### src/rtl/tx_arbiter_if.sv
// Handshake bundle between transmit clients, the round-robin TX arbiter and the TX controller.
// The arbiter connects through the slave modport; clients and the controller use master.
interface tx_arbiter_if #(
    parameter int NREQ   = 4,
    parameter int DATA_W = 8
);
    localparam int IDX_W = (NREQ > 1) ? $clog2(NREQ) : 1;

    logic [NREQ-1:0]        req;
    logic [NREQ*DATA_W-1:0] req_data;
    logic [NREQ-1:0]        gnt;
    logic                   tx_pulse;
    logic [DATA_W-1:0]      tx_data;
    logic                   tx_done;
    logic                   busy;
    logic [IDX_W-1:0]       owner;
    logic                   err;

    modport master (
        output req, req_data, tx_done,
        input  gnt, tx_pulse, tx_data, busy, owner, err
    );

    modport slave (
        input  req, req_data, tx_done,
        output gnt, tx_pulse, tx_data, busy, owner, err
    );
endinterface

### src/rtl/tx_arbiter.sv
// Round-robin arbiter sharing one serial TX controller among NREQ requesters,
// with a one-cycle start strobe, a done wait guarded by a watchdog, and a post-done gap.
module tx_arbiter #(
    parameter int NREQ    = 4,
    parameter int DATA_W  = 8,
    parameter int TIMEOUT = 1024
) (
    input  logic         clk_i,
    input  logic         rst_i,
    tx_arbiter_if.slave  bus
);
    localparam int IDX_W   = $clog2(NREQ);
    localparam int CNT_W   = (TIMEOUT > 0) ? $clog2(TIMEOUT + 1) : 1;
    localparam bit WDOG_EN = (TIMEOUT != 0);
    localparam logic [CNT_W-1:0] CNT_LAST = WDOG_EN ? CNT_W'(TIMEOUT - 1) : {CNT_W{1'b0}};
    localparam logic [IDX_W-1:0] IDX_LAST = IDX_W'(NREQ - 1);

    typedef enum logic [1:0] {
        ST_IDLE  = 2'd0,
        ST_ISSUE = 2'd1,
        ST_WAIT  = 2'd2,
        ST_GAP   = 2'd3
    } state_e;

    state_e            state_q;
    logic [NREQ-1:0]   gnt_q;
    logic              tx_pulse_q;
    logic [DATA_W-1:0] tx_data_q;
    logic [IDX_W-1:0]  owner_q;
    logic              err_q;
    logic              busy_q;
    logic [IDX_W-1:0]  rr_ptr_q;
    logic [CNT_W-1:0]  cnt_q;

    logic              win_vld_d;
    logic [IDX_W-1:0]  win_idx_d;
    logic [DATA_W-1:0] win_data_d;
    logic [IDX_W-1:0]  rr_next_d;
    logic [CNT_W-1:0]  cnt_inc_d;

    // (base + ofs) mod NREQ without a divider; ofs never exceeds NREQ-1
    function automatic logic [IDX_W-1:0] rr_index(input logic [IDX_W-1:0] base, input int ofs);
        logic [IDX_W:0] sum;
        sum = {1'b0, base} + (IDX_W+1)'(ofs);
        if (sum >= (IDX_W+1)'(NREQ)) begin
            sum = sum - (IDX_W+1)'(NREQ);
        end else begin
            sum = sum;
        end
        return sum[IDX_W-1:0];
    endfunction

    function automatic logic [NREQ-1:0] onehot(input logic [IDX_W-1:0] idx);
        logic [NREQ-1:0] vec;
        vec      = {NREQ{1'b0}};
        vec[idx] = 1'b1;
        return vec;
    endfunction

    // Circular priority scan starting at rr_ptr_q: the first asserted request wins
    always_comb begin
        win_vld_d = 1'b0;
        win_idx_d = {IDX_W{1'b0}};
        for (int k = 0; k < NREQ; k++) begin
            if (!win_vld_d && bus.req[rr_index(rr_ptr_q, k)]) begin
                win_vld_d = 1'b1;
                win_idx_d = rr_index(rr_ptr_q, k);
            end else begin
                win_vld_d = win_vld_d;
                win_idx_d = win_idx_d;
            end
        end
    end

    // Winner's data word, next round-robin start point and watchdog increment
    always_comb begin
        win_data_d = bus.req_data[int'(win_idx_d) * DATA_W +: DATA_W];
        cnt_inc_d  = cnt_q + CNT_W'(1);
        if (owner_q == IDX_LAST) begin
            rr_next_d = {IDX_W{1'b0}};
        end else begin
            rr_next_d = owner_q + IDX_W'(1);
        end
    end

    // Scheduler FSM; gnt, tx_pulse and err default low so they only ever last one cycle
    always_ff @(posedge clk_i) begin
        if (rst_i) begin
            state_q    <= ST_IDLE;
            gnt_q      <= {NREQ{1'b0}};
            tx_pulse_q <= 1'b0;
            tx_data_q  <= {DATA_W{1'b0}};
            owner_q    <= {IDX_W{1'b0}};
            err_q      <= 1'b0;
            busy_q     <= 1'b0;
            rr_ptr_q   <= {IDX_W{1'b0}};
            cnt_q      <= {CNT_W{1'b0}};
        end else begin
            gnt_q      <= {NREQ{1'b0}};
            tx_pulse_q <= 1'b0;
            err_q      <= 1'b0;
            case (state_q)
                ST_IDLE: begin
                    if (win_vld_d) begin
                        owner_q    <= win_idx_d;
                        tx_data_q  <= win_data_d;
                        gnt_q      <= onehot(win_idx_d);
                        tx_pulse_q <= 1'b1;
                        busy_q     <= 1'b1;
                        state_q    <= ST_ISSUE;
                    end else begin
                        busy_q     <= 1'b0;
                        state_q    <= ST_IDLE;
                    end
                end
                ST_ISSUE: begin
                    cnt_q   <= {CNT_W{1'b0}};
                    state_q <= ST_WAIT;
                end
                ST_WAIT: begin
                    // done takes priority over a watchdog expiry in the same cycle
                    if (bus.tx_done) begin
                        rr_ptr_q <= rr_next_d;
                        state_q  <= ST_GAP;
                    end else if (WDOG_EN && (cnt_q == CNT_LAST)) begin
                        err_q    <= 1'b1;
                        rr_ptr_q <= rr_next_d;
                        state_q  <= ST_GAP;
                    end else begin
                        cnt_q    <= cnt_inc_d;
                        state_q  <= ST_WAIT;
                    end
                end
                ST_GAP: begin
                    busy_q  <= 1'b0;
                    state_q <= ST_IDLE;
                end
                default: begin
                    busy_q  <= 1'b0;
                    state_q <= ST_IDLE;
                end
            endcase
        end
    end

    assign bus.gnt      = gnt_q;
    assign bus.tx_pulse = tx_pulse_q;
    assign bus.tx_data  = tx_data_q;
    assign bus.owner    = owner_q;
    assign bus.err      = err_q;
    assign bus.busy     = busy_q;
endmodule

### src/flat_wrapper.sv
// flat-port wrapper written by rule: the top's interface ports become plain ports
module tx_arbiter_flat 
#(
    parameter int NREQ    = 4,
    parameter int DATA_W  = 8,
    parameter int TIMEOUT = 1024
)
  (clk_i, rst_i, bus_req, bus_req_data, bus_tx_done, bus_gnt, bus_tx_pulse, bus_tx_data, bus_busy, bus_owner, bus_err);
  tx_arbiter_if #(.NREQ(NREQ), .DATA_W(DATA_W)) bus_i ();
  input  logic clk_i;
  input  logic rst_i;
  input wire logic [$bits(bus_i.req)-1:0] bus_req;
  input wire logic [$bits(bus_i.req_data)-1:0] bus_req_data;
  input wire logic [$bits(bus_i.tx_done)-1:0] bus_tx_done;
  output wire logic [$bits(bus_i.gnt)-1:0] bus_gnt;
  output wire logic [$bits(bus_i.tx_pulse)-1:0] bus_tx_pulse;
  output wire logic [$bits(bus_i.tx_data)-1:0] bus_tx_data;
  output wire logic [$bits(bus_i.busy)-1:0] bus_busy;
  output wire logic [$bits(bus_i.owner)-1:0] bus_owner;
  output wire logic [$bits(bus_i.err)-1:0] bus_err;
  assign bus_i.req = bus_req;
  assign bus_i.req_data = bus_req_data;
  assign bus_i.tx_done = bus_tx_done;
  assign bus_gnt = bus_i.gnt;
  assign bus_tx_pulse = bus_i.tx_pulse;
  assign bus_tx_data = bus_i.tx_data;
  assign bus_busy = bus_i.busy;
  assign bus_owner = bus_i.owner;
  assign bus_err = bus_i.err;
  tx_arbiter #(.NREQ(NREQ), .DATA_W(DATA_W), .TIMEOUT(TIMEOUT)) u_core (.clk_i(clk_i), .rst_i(rst_i), .bus(bus_i));
endmodule
### config.mk
export PLATFORM = sky130hd
export DESIGN_NAME = tx_arbiter_flat
export DESIGN_NICKNAME = d
export VERILOG_FILES = /design/src/rtl/tx_arbiter_if.sv /design/src/rtl/tx_arbiter.sv /design/src/flat_wrapper.sv
export SDC_FILE = /design/constraint.sdc
export NUM_CORES = 1
export LEC_CHECK = 0
export CAP_MARGIN = 25
export CELL_PAD_IN_SITES_DETAIL_PLACEMENT = 0
export CELL_PAD_IN_SITES_GLOBAL_PLACEMENT = 1
export CORE_MARGIN = 1.5
export CORE_UTILIZATION = 36
export CTS_BUF_LIST = sky130_fd_sc_hd__clkbuf_2 sky130_fd_sc_hd__clkbuf_4 sky130_fd_sc_hd__clkbuf_8
export DETAILED_ROUTE_END_ITERATION = 10
export PLACE_DENSITY_LB_ADDON = 0.08
export SETUP_SLACK_MARGIN = 0.3
export SLEW_MARGIN = 20
export SYNTH_ARGS = -nofsm -noshare
export SYNTH_HDL_FRONTEND = slang
export SYNTH_SLANG_ARGS = --single-unit
export TNS_END_PERCENT = 10
### constraint.sdc
create_clock -name clk_i -period 3.65 [get_ports clk_i]
set_clock_uncertainty 0.2 [all_clocks]
set_input_delay 0.5475 -clock clk_i [delete_from_list [all_inputs] [get_ports clk_i]]
set_output_delay 0.5475 -clock clk_i [all_outputs]
set_load 0.02 [all_outputs]
Yosys cells after proc, flatten, opt, wreduce, memory -nomap -nowiden
Cells that the tools add are included.
- $add $sub $neg: 9
- magnitude comparators: 10
- equality and inequality tests: 7
- shifts and indexed selects: 1
- muxes and demuxes: 35
- bitwise gates (word level): 3
- reductions and logical operators: 17
- operator list (cell ; count):
    indexed part select 32 x 6 -> 8 bit ; 1
    2-to-1 mux 2 bit ; 12
    2-to-1 mux 11 bit ; 2
    one-hot mux 11 bit (2 select lines) ; 1
    < comparator 2 x 3 -> 1 bit, second input constant ; 5
    2-to-1 mux 1 bit ; 13
    adder 11 x 1 -> 11 bit, second input constant ; 1
    == test 11 x 10 -> 1 bit, second input constant ; 1
    >= comparator 3 bit, second input constant ; 3
    binary-select mux 1 bit (select 2 bit) ; 4
    one-hot mux 2 bit (4 select lines) ; 1
    subtractor 2 x 1 -> 2 bit, second input constant ; 4
    adder 2 x 2 -> 3 bit, second input constant ; 2
    == test 2 bit, second input constant ; 3
    nonzero test 2 bit ; 3
    OR reduction 3 bit ; 2
    logical AND 1 bit ; 4
    != test 2 bit, second input constant ; 2
    AND reduction 2 bit ; 2
    adder 2 x 1 -> 3 bit, second input constant ; 1
    >= comparator 2 x 3 -> 1 bit, second input constant ; 1
    zero test 1 bit ; 3
    inverter 1 bit ; 3
    AND reduction 3 bit ; 1
    7 further kinds ; 7
- register bits: 32
- input port bits: 39
- output and inout port bits: 17
- word-level logic and storage cells: 91

Logic depth before layout (Yosys ltp)
- depth after elaboration: 18
- mapped depth: 8
- mapped depth without buffers: 7

Least setup slack after synthesis
Ideal clock, no wire load.
- kind: in2reg
- from: input bus_req[2]
- to: register u_core.tx_data_q[0] (netlist: u_core.bus.tx_data[0])
- library setup time: 0.134 ns
- arrival: 1.563 ns
- data required time: 3.316 ns
- path slack: 1.753 ns
- stages: 6
- path buffers: 1
- cell sequence: buf_2 > nor2b_1 > o22a_1 > o22ai_2 > a222oi_1 > a211oi_1
- longest elaborated chain between the ends: 13
- elaborated cells between the ends (all ways): 24
- those cells by class: shift: 1; mux: 16; reduce/logical: 7
- RTL lines (element ; RTL line ; text):
    start, declared ; flat_wrapper.sv:12 ; input wire logic [$bits(bus_i.req)-1:0] bus_req;
    binary-select mux 1 bit (select 2 bit) ; tx_arbiter.sv:65 ; if (!win_vld_d && bus.req[rr_index(rr_ptr_q, k)]) begin
    2-to-1 mux 1 bit (implied by the code) ; tx_arbiter.sv:65 ;
    2-to-1 mux 1 bit ; tx_arbiter.sv:65 ;
    zero test 1 bit ; tx_arbiter.sv:65 ;
    logical AND 1 bit ; tx_arbiter.sv:65 ;
    2-to-1 mux 1 bit ; tx_arbiter.sv:65 ;
    zero test 1 bit ; tx_arbiter.sv:65 ;
    logical AND 1 bit ; tx_arbiter.sv:65 ;
    2-to-1 mux 1 bit ; tx_arbiter.sv:65 ;
    zero test 1 bit ; tx_arbiter.sv:65 ;
    logical AND 1 bit ; tx_arbiter.sv:65 ;
    2-to-1 mux 2 bit or 2-to-1 mux 1 bit (tied branches) ; tx_arbiter.sv:65 ;
    indexed part select 32 x 6 -> 8 bit or AND reduction 2 bit (tied branches) ; n/a ;
    end signal, assigned ; tx_arbiter.sv:92 ; tx_data_q <= {DATA_W{1'b0}};
    end signal, assigned ; tx_arbiter.sv:106 ; tx_data_q <= win_data_d;
    end, declared ; tx_arbiter.sv:28 ; logic [DATA_W-1:0] tx_data_q;
Parallel ways exist; a longest one is shown, timed or not. The select of a mux whose other input is x is not followed.
A chain may end at the register's enable or synchronous reset.

Worst setup path in the final report
- from: input bus_req[2]
- to: register u_core.tx_data_q[3] (netlist: u_core.bus.tx_data[3])
The elaborated chain is that of the path after synthesis.

==> out/qor.csv <==
stage,metric,value,unit
drt,drt_iter0_markers,107,
synth,ys_types,37,
synth,syn-num-nets,228,
critical_path,r2r_start,u_core.state_q[0]$_SDFF_PP0_,
placement,pre_cts_slack,0.980,ns
global_route,grt_max_degree,14,
synth,ys_ff_latch,32,
global_route,grt_pass1_vias,1567,
cells_and_area,final_util,52.9,%
timing,maxSlewHeadroom,58.5,%
drt,dr.pass1.iters,5,
critical_path,critPathRequiredTime,3.61,ns
floorplanning,start_util,37.4,%
critical_path,crit_arrival,2.32,ns
floorplanning,io-pin-count,56,
cts,post_cts_buffers,0,
hold_path,hold_class,flip-flop to flip-flop,
placement,place_hpwl,3150,microns
drt,totalWireLength,4120,microns
cts,cts.repair.resized,0,
pwr,p_leak,0.823,nW
critical_path,critPathKind,input pin to flip-flop,
timing,rsz0062_at_grt,no,
drt,vias,1536,
cts,path_clk_slew,0.07,ns
run_status,status,finished clean,
cts,clk_latency,0.29,ns
synth,ys.flop_type,dfxtp_1,
pwr,power.total,1.09,mW
cts,clkSinkCount,32,
cts,cts_tree,done,
cts,cts_root_buffer,clkbuf_8,
placement,placed_area,2190,sq um
cts,htree_levels,2,
synth,yosys_warnings,0,
timing,final-hold-violation-count,0,
critical_path,crit_path_end_kind,flip-flop,
critical_path,cp-start-kind,input pin,
critical_path,worst-r2r-cell-count,7,
placement,gp_congestion,0.871,
floorplanning,rows,24,
timing,fin_crit,2.36,ns
cells_and_area,area_delta_synth_final,41.4,%
critical_path,r2r-end,u_core.rr_ptr_q[0]$_SDFFE_PP0P_,
pwr,p_per_area,475,nW/um^2
synth,syn_area_per_cell,8.88,sq um
cts,cts_buffer_depth,2,
synth,syn_inst,182,
critical_path,reg2reg_slack,1.44,ns
timing,finalMaxSlewViolations,0,
synth,synth_edf_count,0,
timing,timing.final.ws_setup,1.29,ns
timing,fmax,424,MHz
drt,wire_per_inst,14.3,microns
cts,cts_buffers,5,
critical_path,crit_fanout,9,
global_route,grt-ovfl-total,0,
cells_and_area,nets,281,
timing,tns,0,ns
global_route,grt_usage,17.8,%
run,maxCapViolCount,0,
global_route,grt_antenna_before_repair,0,
pwr,worst_ir_drop_vdd,0.183,mV
placement,port_buffers,55,
global_route,grt_pass1_wl,6930,microns
drt,vias_per_cell,5.33,
hold_path,hold_path_depth,2,
hold_path,worstHoldStart,u_core.bus.owner[1]$_SDFFE_PP0P_,
drt,ant_nets,0,
hold_path,min_to,u_core.bus.owner[1]$_SDFFE_PP0P_,
synth,yosysSeqAreaShare,39.6,%
timing,worstMarginPinSlew,0.621,ns
synth,syn-cell-area,1620,sq um
cells_and_area,drive_gt1_share,8.05,%
floorplanning,core_area,4320,sq um
cells_and_area,finalInstanceArea,2290,sq um
floorplanning,die_h,70.0,microns
cells_and_area,antenna-diode-count,0,
drt,drcViolationCount,0,
synth,ys_async_sr_fraction,0,%
timing,setup_violations,0,
floorplanning,die_x,70.0,microns
cts,cts_hold_buf,0,
timing,post-route-period-util,64.6,%
floorplanning,die-area,4900,sq um
==> cell families after synthesis <==
kind of cell             synth area share, %
flip-flops                              39.6
AO/OA/AOI/OAI                           22.4
buffers and inverters                   4.26
AND/OR/NAND/NOR                         23.8
adder cells (fa/ha/maj)                 5.42
multiplexers                            1.24
XOR/XNOR                                3.25
==> Yosys cell counts, drive strengths merged, types with 2 or more instances <==
library cell	n	area, sq um
dfxtp	32	641
nor2	23	86.3
a21oi	21	109
a211oi	10	75.1
nor2b	9	56.3
a222oi	8	80.1
nand2	8	30.0
ha	7	87.6
buf	6	35.0
nor3	6	30.0
xnor2	6	52.6
and2	5	31.3
clkbuf	5	18.8
nor4	5	52.6
inv	4	15.0
nand2b	3	18.8
nand4	3	33.8
o21ai	3	15.0
mux2i	2	20.0
nor3b	2	15.0
or2	2	12.5
or3	2	12.5
==> registers in the layout, indices dropped and copies added (netlist names) <==
name,count
u_core.rr_ptr_q,2
u_core.bus.gnt,4
u_core.bus.tx_pulse,1
u_core.bus.busy,1
u_core.bus.err,1
u_core.cnt_q,11
u_core.bus.tx_data,8
u_core.bus.owner,2
u_core.state_q,2
==> power by group <==
group / switching, mW / total, mW / internal (mW)
clock network: 0.132 / 0.282 / 0.150
registers: 0.0292 / 0.425 / 0.395
logic: 0.197 / 0.379 / 0.182
==> cell type report <==
cell class / count / area [sq um]
clock buffers: 6 / 82.6
multi-input cells: 135 / 907
clock inverters: 2 / 10.0
fillers: 402 / 2040
flip-flops and latches: 32 / 641
repair buffers: 57 / 566
well taps: 52 / 65.1
inverters: 4 / 15.0
==> metal layers <==
layer  track usage, %  wire length, microns  vias to the layer above
met5                0                     0                        -
met1             21.5                  1780                      722
li1                 -                     -                      772
met2             30.9                  2100                       37
met4             7.69                    58                        0
met3             3.03                   176                        5
==> layout by cell type (no fill, tap or decap), types with 3 or more instances in the layout <==
master	instances
nor2_1	23
nor4_1	3
clkdlybuf4s50_1	55
inv_1	4
xnor2_1	6
dfxtp_1	32
ha_1	7
a222oi_1	8
and2_1	5
nand2b_1	3
clkbuf_8	6
a211oi_1	10
nor3_1	6
a21oi_1	20
nand2_1	8
nor2b_1	9
o21ai_0	3
==> worst max-delay path by stage <==
| stage | startpoint | slack (ns) | to |
|---|---|---|---|
| 2_1_floorplan | bus_req[2] | 1.75 | u_core.bus.tx_data[0]$_SDFFE_PP0P_ |
| 3_3_place_gp | bus_req[2] | 1.02 | u_core.bus.tx_data[2]$_SDFFE_PP0P_ |
| 3_5_place_dp | bus_req[2] | 0.98 | u_core.bus.tx_data[2]$_SDFFE_PP0P_ |
| 4_1_cts | bus_req[2] | 1.27 | u_core.bus.tx_data[2]$_SDFFE_PP0P_ |
| 5_1_grt | bus_req[1] | 1.08 | u_core.bus.tx_data[2]$_SDFFE_PP0P_ |
| 6_report | bus_req[2] | 1.29 | u_core.bus.tx_data[3]$_SDFFE_PP0P_ |
==> critical path, cell delays in order <==
cell and delay, ns:
clkdlybuf4s50_1 0.64, nor2b_1 0.22, o22a_1 0.17, o22ai_2 0.16
a222oi_1 0.46, a211oi_1 0.13
==> metrics by stage <==
step | hold slack (ns) | std cells
2_1_floorplan | 0.284 | 182
3_3_place_gp | 0.273 | 280
3_5_place_dp | 0.280 | 280
4_1_cts | 0.289 | 288
5_1_grt | 0.313 | 288
6_report | 0.282 | 288
(Power assumes the default switching activity.)
